## config.mk

```make
export PLATFORM = sky130hd
export DESIGN_NAME = demux2_stream
export DESIGN_NICKNAME = d
export VERILOG_FILES = /design/src/rtl/demux2_pkg.sv /design/src/rtl/demux2_stream_buf.sv /design/src/rtl/demux2_stream.sv
export SDC_FILE = /design/constraint.sdc
export NUM_CORES = 1
export LEC_CHECK = 0
export BUFFER_PORTS_ARGS = -buffer_cell sky130_fd_sc_hd__clkbuf_2
export CAP_MARGIN = 20
export CORE_ASPECT_RATIO = 1.75
export CORE_UTILIZATION = 40
export DETAILED_ROUTE_END_ITERATION = 16
export SYNTH_ARGS = -nofsm -noshare
export SYNTH_HDL_FRONTEND = slang
export SYNTH_SLANG_ARGS = --single-unit
```

## constraint.sdc

```tcl
create_clock -name clk -period 2.3 [get_ports clk]
set_input_delay 0.345 -clock clk [delete_from_list [all_inputs] [get_ports clk]]
set_output_delay 0.345 -clock clk [all_outputs]
set_load 0.005 [all_outputs]
```

## src/rtl/demux2_pkg.sv

```systemverilog
// demux2_pkg: shared types and constants for the 1-to-2 stream demultiplexer
package demux2_pkg;
  typedef enum logic [1:0] {EMPTY = 2'b00, ONE = 2'b01, FULL = 2'b10} buf_state_t;
  localparam int BUF_DEPTH = 2;
endpackage

```

## src/rtl/demux2_stream_buf.sv

```systemverilog
// stream_buf2: 2-entry FIFO with registered valid/full and a shifting head entry
module stream_buf2
  import demux2_pkg::*;
#(
  parameter int W = 8
) (
  input  logic         clk,
  input  logic         rst,
  input  logic         push,
  input  logic         pop,
  input  logic [W-1:0] d,
  output logic         valid,
  output logic         full,
  output logic [W-1:0] head
);
  buf_state_t state;
  logic [W-1:0] tail;
  // push while FULL is never issued by the router, so it is ignored here
  always_ff @(posedge clk) begin
    if (rst) begin
      state <= EMPTY;
      valid <= 1'b0;
      full  <= 1'b0;
      head  <= '0;
      tail  <= '0;
    end else begin
      case (state)
        EMPTY: if (push) begin
          head  <= d;
          state <= ONE;
          valid <= 1'b1;
        end
        ONE: if (push && pop) head <= d;
        else if (push) begin
          tail  <= d;
          state <= FULL;
          full  <= 1'b1;
        end else if (pop) begin
          state <= EMPTY;
          valid <= 1'b0;
        end
        FULL: if (pop) begin
          head  <= tail;
          state <= ONE;
          full  <= 1'b0;
        end
        default: begin
          state <= EMPTY;
          valid <= 1'b0;
          full  <= 1'b0;
        end
      endcase
    end
  end
endmodule

```

## src/rtl/demux2_stream.sv

```systemverilog
// demux2_stream: steers one tagged valid/ready stream into two independently buffered outputs
module demux2_stream
  import demux2_pkg::*;
#(
  parameter int W  = 8,
  parameter int CW = 8
) (
  input  logic          clk,
  input  logic          rst,
  input  logic          in_valid,
  output logic          in_ready,
  input  logic          in_sel,
  input  logic [W-1:0]  in_d,
  output logic          out0_valid,
  input  logic          out0_ready,
  output logic [W-1:0]  out0_d,
  output logic          out1_valid,
  input  logic          out1_ready,
  output logic [W-1:0]  out1_d,
  output logic [CW-1:0] cnt0,
  output logic [CW-1:0] cnt1
);
  logic full0, full1, push0, push1, pop0, pop1;
  // ready depends only on the selected buffer's registered fullness
  assign in_ready = in_sel ? !full1 : !full0;
  assign push0 = in_valid && in_ready && !in_sel;
  assign push1 = in_valid && in_ready && in_sel;
  assign pop0 = out0_valid && out0_ready;
  assign pop1 = out1_valid && out1_ready;
  stream_buf2 #(.W(W)) u_buf0 (
    .clk(clk), .rst(rst), .push(push0), .pop(pop0), .d(in_d),
    .valid(out0_valid), .full(full0), .head(out0_d)
  );
  stream_buf2 #(.W(W)) u_buf1 (
    .clk(clk), .rst(rst), .push(push1), .pop(pop1), .d(in_d),
    .valid(out1_valid), .full(full1), .head(out1_d)
  );
  always_ff @(posedge clk) begin
    if (rst) begin
      cnt0 <= '0;
      cnt1 <= '0;
    end else begin
      cnt0 <= cnt0 + CW'(pop0);
      cnt1 <= cnt1 + CW'(pop1);
    end
  end
endmodule

```

==> results.cfg, run 1 <==
[die]
die_h_um = 107.6
die_w_um = 62.36
die-area_um2 = 6711
rows = 38
io_pins = 49
coreArea_um2 = 6181
start_util = 0.4126

[sta]
rsz0062_at_grt = no
fin_tns_setup_ns = 0
skew_ns = 0.01350
post-route-period-util = 0.7820
final.min_clock_period_ns = 1.799
worst_pin_slew_ns = 0.8766
drv_slew = 0
slew_headroom = 0.4156
setup_violations = 0
setup_ws_ns = 0.5013
hold_viol = 0
fmax_ghz = 0.5560
hold_ws_ns = 0.2940

[setup_path]
cp_top_family = simple AND/OR/NAND/NOR gates
r2r_cells = 3
critPathLaunchType = register
arrival_ns = 1.96
reg2reg_from = u_buf0.state[1]
crit_chain = or4b_1 > nor3_1 > a2111oi_0
slowest_stage = or4b_1
rrSetupSlack_ns = 0.50
crit_path_end_kind = register
worstSetupPathType = register to register
r2r_end = u_buf0.head[1]
required_ns = 2.47
cp-startpoint = u_buf0.state[1]
critPathBufInv = 0
path_max_fanout = 17
slowest_delay_ns = 0.87

[clocking]
cts_hold_buf = 0
post_cts_buffers = 0
clkSinkCount = 56
cts_htree_levels = 2
path_clk_slew_ns = 0.11
cts_resized = 0
cts_buffers = 5
cts_root_buffer = clkbuf_8
cts_tree = built
clock_path_buffers = 2
clock_latency_ns = 0.32

[layout]
n_antenna_cell = 0
finish.utilization = 0.4739
nNetsFinal = 344
area_growth_pct = 14.87
drive_gt1_frac = 0.2263

[power_and_ir_drop]
pwr_density_cell_nw_per_um2 = 641.4
p_leak_uw = 0.001183
ir_drop_v = 0.0003483

[synth]
synth.avg_cell_area_um2 = 8.885
synth_top_cells_by_count = dfxtp_1 (56), a21oi_1 (28), nand3_1 (23), a211oi_1 (20), nor2_1 (19)
ys.flop_type = dfxtp_1
ys_types = 42
synth_top_area_cell = dfxtp_1
synth.area.top_cells = dfxtp_1 (44%), a211oi_1 (5.9%), a21oi_1 (5.5%), nand3_1 (4.5%), mux2i_1 (3.9%)
ys_ff_latch = 56
synth_top_area_share = 0.4396
ys_warn_count = 0
synth_area_um2 = 2550
yosysMostFrequentCell = dfxtp_1
synth_nets = 305
synthCells = 287
async_reset_ff_frac = 0
yosysSeqAreaShare = 0.4396
synth_edf_count = 0

[outcome]
outcome = completed

[job]
drv_cap = 0

[routing]
wl_per_cell_um = 14.33
dr_total_vias = 2226
drt-met1-wl_mm = 2.381
drt-pass1-iter-count = 4
wl_met2_mm = 3.181
vias_per_cell = 5.469
routed.top_layer = met4
wl_met3_um = 188
drt-initial-drc-count = 97
routed_wirelength_mm = 5.831
antenna_left = 0
drc = 0

[global_routing]
grt_pass1_wl_mm = 9.887
grt_antenna_before_repair = 0
grt_pass1_vias = 2146
grt_overflow_total = 0
grt_start_max_net_pins = 42
grt_use_total = 0.1835

[hold_path]
hold_path_class = input port to register
hold_start = in_d[0]
worstHoldPathCells = 3
whs_endpoint = u_buf1.tail[0]

[place]
dp_hpwl_mm = 4.164
gp_congestion = 0.7840
pre_cts_ws_ns = 0.4267
io_buffers = 48
-- where the power goes --
group	switching (µW)	internal, µW	total [µW]
Sequential	34.6	1010	1050
Combinational	140	108	248
Clock	337	247	584
Total	511	1370	1880
-- flip-flops by register name (all words and copies together) (netlist names) --
signal,flops
cnt0,8
cnt1,8
u_buf0.head,8
u_buf0.tail,8
u_buf1.head,8
u_buf1.tail,8
u_buf0.state,2
u_buf1.state,2
u_buf0.full,1
u_buf0.valid,1
u_buf1.full,1
u_buf1.valid,1
-- worst max-delay path by stage --
stage                endpoint  slack [ns]  depth (start not counted)
2_1_floorplan         cnt1[6]        0.61                          8
3_3_place_gp   u_buf0.head[1]        0.48                          4
3_5_place_dp   u_buf0.head[1]        0.43                          4
4_1_cts               cnt1[6]        0.49                          7
5_1_grt               cnt1[6]        0.32                          7
6_report       u_buf0.head[1]        0.50                          3
-- cell type report --
class / count / area [µm²]
Tap cell: 80 / 100.1
Sequential cell: 56 / 1121
Clock buffer: 6 / 82.58
Multi-Input combinational cell: 200 / 1281
Inverter: 6 / 22.52
Clock inverter: 2 / 13.76
Timing Repair Buffer: 57 / 307.8
Fill cell: 660 / 3252
-- stage by stage --
stage               cell area [µm²]  std cells  power, µW
finish                         2929        407       1879
detailed placement             2833        399       1321
global placement               2833        399       1319
CTS                            2929        407       1900
floorplan                      2550        287       1230
global route                   2929        407       1966
-- cell families (layout without fill, tap and decap cells) --
group,after synthesis,count (layout),synth area share
adder cells (fa/ha/maj),4,4,0.01963
AO/OA/AOI/OAI,90,90,0.2242
AND/OR/NAND/NOR,90,90,0.1987
buffers and inverters,31,71,0.05790
XOR/XNOR,6,6,0.02061
flip-flops,56,56,0.4396
multiplexers,10,10,0.03926
-- worst register-to-register path: cells and delay by family, from the launching register on --
kind	cells	cell delay (ns)
flops	1	0.41
compound gates	1	0.09
simple gates	2	1.16
-- cell usage in the layout (no fill, tap or decap), drive strengths merged --
master | synthesis | layout
o21ai | 24 | 24
and4b | 2 | 2
ha | 4 | 4
nor2 | 19 | 19
buf | 12 | 9
nand2 | 10 | 10
nand3b | 1 | 1
dfxtp | 56 | 56
a21o | 3 | 3
a21boi | 2 | 2
or3b | 1 | 1
xor2 | 4 | 4
a21oi | 28 | 28
clkinv | 0 | 1
or4b | 1 | 1
a2111oi | 5 | 5
nand3 | 23 | 23
clkbuf | 13 | 54
xnor2 | 2 | 2
nand2b | 1 | 1
nand4b | 1 | 1
a31oi | 2 | 2
a211o | 2 | 2
a211oi | 20 | 20
o22ai | 1 | 1
mux2i | 10 | 10
o31a | 1 | 1
nor3 | 9 | 9
nor2b | 4 | 4
nand4bb | 1 | 1
a21bo | 2 | 2
and4bb | 1 | 1
inv | 6 | 7
or3 | 8 | 8
nand4 | 4 | 4
nor4b | 1 | 1
nor4 | 3 | 3
-- per-layer routing --
| layer | up-vias | track usage |
|---|---|---|
| li1 | 1126 | - |
| met1 | 1055 | 0.1997 |
| met2 | 38 | 0.3524 |
| met3 | 7 | 0.02860 |
| met4 | 0 | 0.06478 |
| met5 | - | 0 |
(Power assumes the default switching activity.)
==> run 2, diff against run 1 <==
--- a/config.mk
+++ b/config.mk
@@ -5,6 +5,7 @@
 export SDC_FILE = /design/constraint.sdc
 export NUM_CORES = 1
 export LEC_CHECK = 0
+export ABC_AREA = 1
 export BUFFER_PORTS_ARGS = -buffer_cell sky130_fd_sc_hd__clkbuf_2
 export CAP_MARGIN = 20
 export CORE_ASPECT_RATIO = 1.75
==> constraint.sdc (replaced) <==
create_clock -name clk -period 1.6 [get_ports clk]
set_input_delay 0.24 -clock clk [delete_from_list [all_inputs] [get_ports clk]]
set_output_delay 0.24 -clock clk [all_outputs]
set_load 0.005 [all_outputs]
==> results.cfg, run 2 <==
[synth]
synth.area.top_cells = dfxtp_1 (43%), nand2_1 (11%), nor2_1 (9.0%), inv_1 (6.1%), nand3_1 (5.8%)
synthCells = 368
synth_edf_count = 0
synth_top_area_cell = dfxtp_1
synth_top_cells_by_count = nand2_1 (74), nor2_1 (62), dfxtp_1 (56), inv_1 (42), nand3_1 (30)
yosysSeqAreaShare = 0.4341
synth_top_area_share = 0.4341
yosysMostFrequentCell = nand2_1
ys_warn_count = 0
ys_types = 28
synth_area_um2 = 2582
ys_ff_latch = 56
synth_nets = 386
async_reset_ff_frac = 0
ys.flop_type = dfxtp_1
synth.avg_cell_area_um2 = 7.018

[routing]
routed_wirelength_mm = 5.501
drc = 0
drt-pass1-iter-count = 4
drt-initial-drc-count = 119
antenna_left = 0
vias_per_cell = 4.684
dr_total_vias = 2309
wl_per_cell_um = 11.16

[die]
start_util = 0.4146
die_w_um = 62.74
rows = 38
io_pins = 49
die-area_um2 = 6794
coreArea_um2 = 6228
die_h_um = 108.3

[setup_path]
arrival_ns = 1.64
slowest_delay_ns = 0.35
cp_top_family = simple AND/OR/NAND/NOR gates
cp.depth = 9
worstSetupPathType = register to register
crit_path_end_kind = register
reg2reg_from = u_buf0.valid
crit_chain = nand2_2 > inv_2 > ha_2 > ha_2 > nand3_1 > nor2_1 > nand2_1 > xor2_1 > nor2_1
rrSetupSlack_ns = 0.17
r2r_cells = 9
r2r_end = cnt0[6]
path_max_fanout = 4
required_ns = 1.81
critPathBufInv = 1
cp-startpoint = u_buf0.valid
critPathCapture = cnt0[6]
slowest_stage = dfxtp_1
critPathLaunchType = register

[sta]
fmax_ghz = 0.7011
rsz0062_at_grt = no
skew_ns = 0.006517
worst_pin_slew_ns = 0.3959
fin_tns_setup_ns = 0
hold_viol = 0
slew_headroom = 0.7361
final.min_clock_period_ns = 1.426
drv_slew = 0
setup_violations = 0
post-route-period-util = 0.8914

[place]
gp_congestion = 0.8066
dpl.cell_count = 486
io_buffers = 48
dp_hpwl_mm = 3.916

[layout]
multi_input_area_um2 = 1187
drive_gt1_frac = 0.2034
fillers = 672
seq_area_um2 = 1122
nNetsFinal = 431
final_common_cell = nand2_1
area_growth_pct = 14.58
final_cell_mix = nand2_1 (72), nor2_1 (62), dfxtp_1 (55), clkbuf_2 (48), inv_1 (41)
n_antenna_cell = 0
final_cells = 493

[clocking]
clock_latency_ns = 0.31
cts_htree_levels = 2
clock_path_buffers = 2
clkSinkCount = 56
cts_tree = built
path_clk_slew_ns = 0.09
cts_hold_buf = 0
post_cts_buffers = 0
cts_buffers = 5
cts_root_buffer = clkbuf_8

[global_routing]
grt_antenna_before_repair = 0
grt_start_max_net_pins = 42
grt_use_total = 0.1758
grt_pass1_vias = 2087
grt_pass1_wl_mm = 9.356
grt_overflow_total = 0

[power_and_ir_drop]
pwr_density_cell_nw_per_um2 = 980.3
p_leak_uw = 0.001440
ir_drop_v = 0.0005996

[hold_path]
hold_path_class = input port to register

[job]
drv_cap = 0

[outcome]
outcome = completed
## run 2: final cells by class
type,count,share of cell area
Multi-Input combinational cell,250,0.4013
Timing Repair Buffer,52,0.09133
Sequential cell,56,0.3793
Clock buffer,7,0.03256
Inverter,48,0.06173
Tap cell,80,0.03383
## run 2: power by group
| part | switching (µW) | leakage (µW) | internal (µW) |
|---|---|---|---|
| Sequential | 59.8 | 0.000457 | 1490 |
| Combinational | 322 | 0.000933 | 196 |
| Clock | 443 | 0.0000503 | 387 |
| Total | 825 | 0.00144 | 2080 |
## run 2: worst min path at each step
stage,start,slack [ns],depth (start not counted),endpoint
final,in_d[7],0.21,3,u_buf1.tail[7]
after global routing,in_d[7],0.22,3,u_buf1.tail[7]
after CTS,in_d[7],0.20,3,u_buf1.tail[7]
after detailed placement,u_buf0.tail[3],0.44,2,u_buf0.tail[3]
after global placement,u_buf0.tail[4],0.43,2,u_buf0.tail[4]
after floorplan,in_d[0],0.37,2,u_buf1.tail[0]
## run 2: per-stage QoR
step	utilization	hold WS, ns	setup slack (ns)	instance area (µm²)	power (µW)
finish	0.4751	0.2120	0.1738	2959	2901
global route	0.4751	0.2241	0.02157	2959	3072
CTS	0.4725	0.2038	0.03341	2943	2950
detailed placement	0.4570	0.4444	0.04820	2846	2108
global placement	0.4570	0.4338	0.09896	2846	2096
floorplan	-	0.3749	0.1495	2582	1963
## run 2: tightest hold or removal path, delay by kind of cell
kind	cells	cell delay, ns
buffers and inverters	1	0.12
AND/OR/NAND/NOR	2	0.13
## run 2: repair_timing
item                       4_1_cts  5_1_grt
gates resized for setup          0        8
setup endpoints to repair        0        6
hold endpoints to repair         0        0
## run 2: layer usage
metal / track usage / wire (µm) / vias up
met5: 0 / 0 / -
met4: 0.09468 / 89 / 0
met3: 0.02743 / 226 / 6
met2: 0.3160 / 2805 / 54
met1: 0.1963 / 2379 / 1002
li1: - / - / 1247
## run 2: cell families after synthesis
family | after synthesis | synth area share
flip-flops | 56 | 0.4341
buffers and inverters | 62 | 0.1119
AO/OA/AOI/OAI | 63 | 0.1284
XOR/XNOR | 3 | 0.01018
AND/OR/NAND/NOR | 180 | 0.2960
adder cells (fa/ha/maj) | 4 | 0.01938
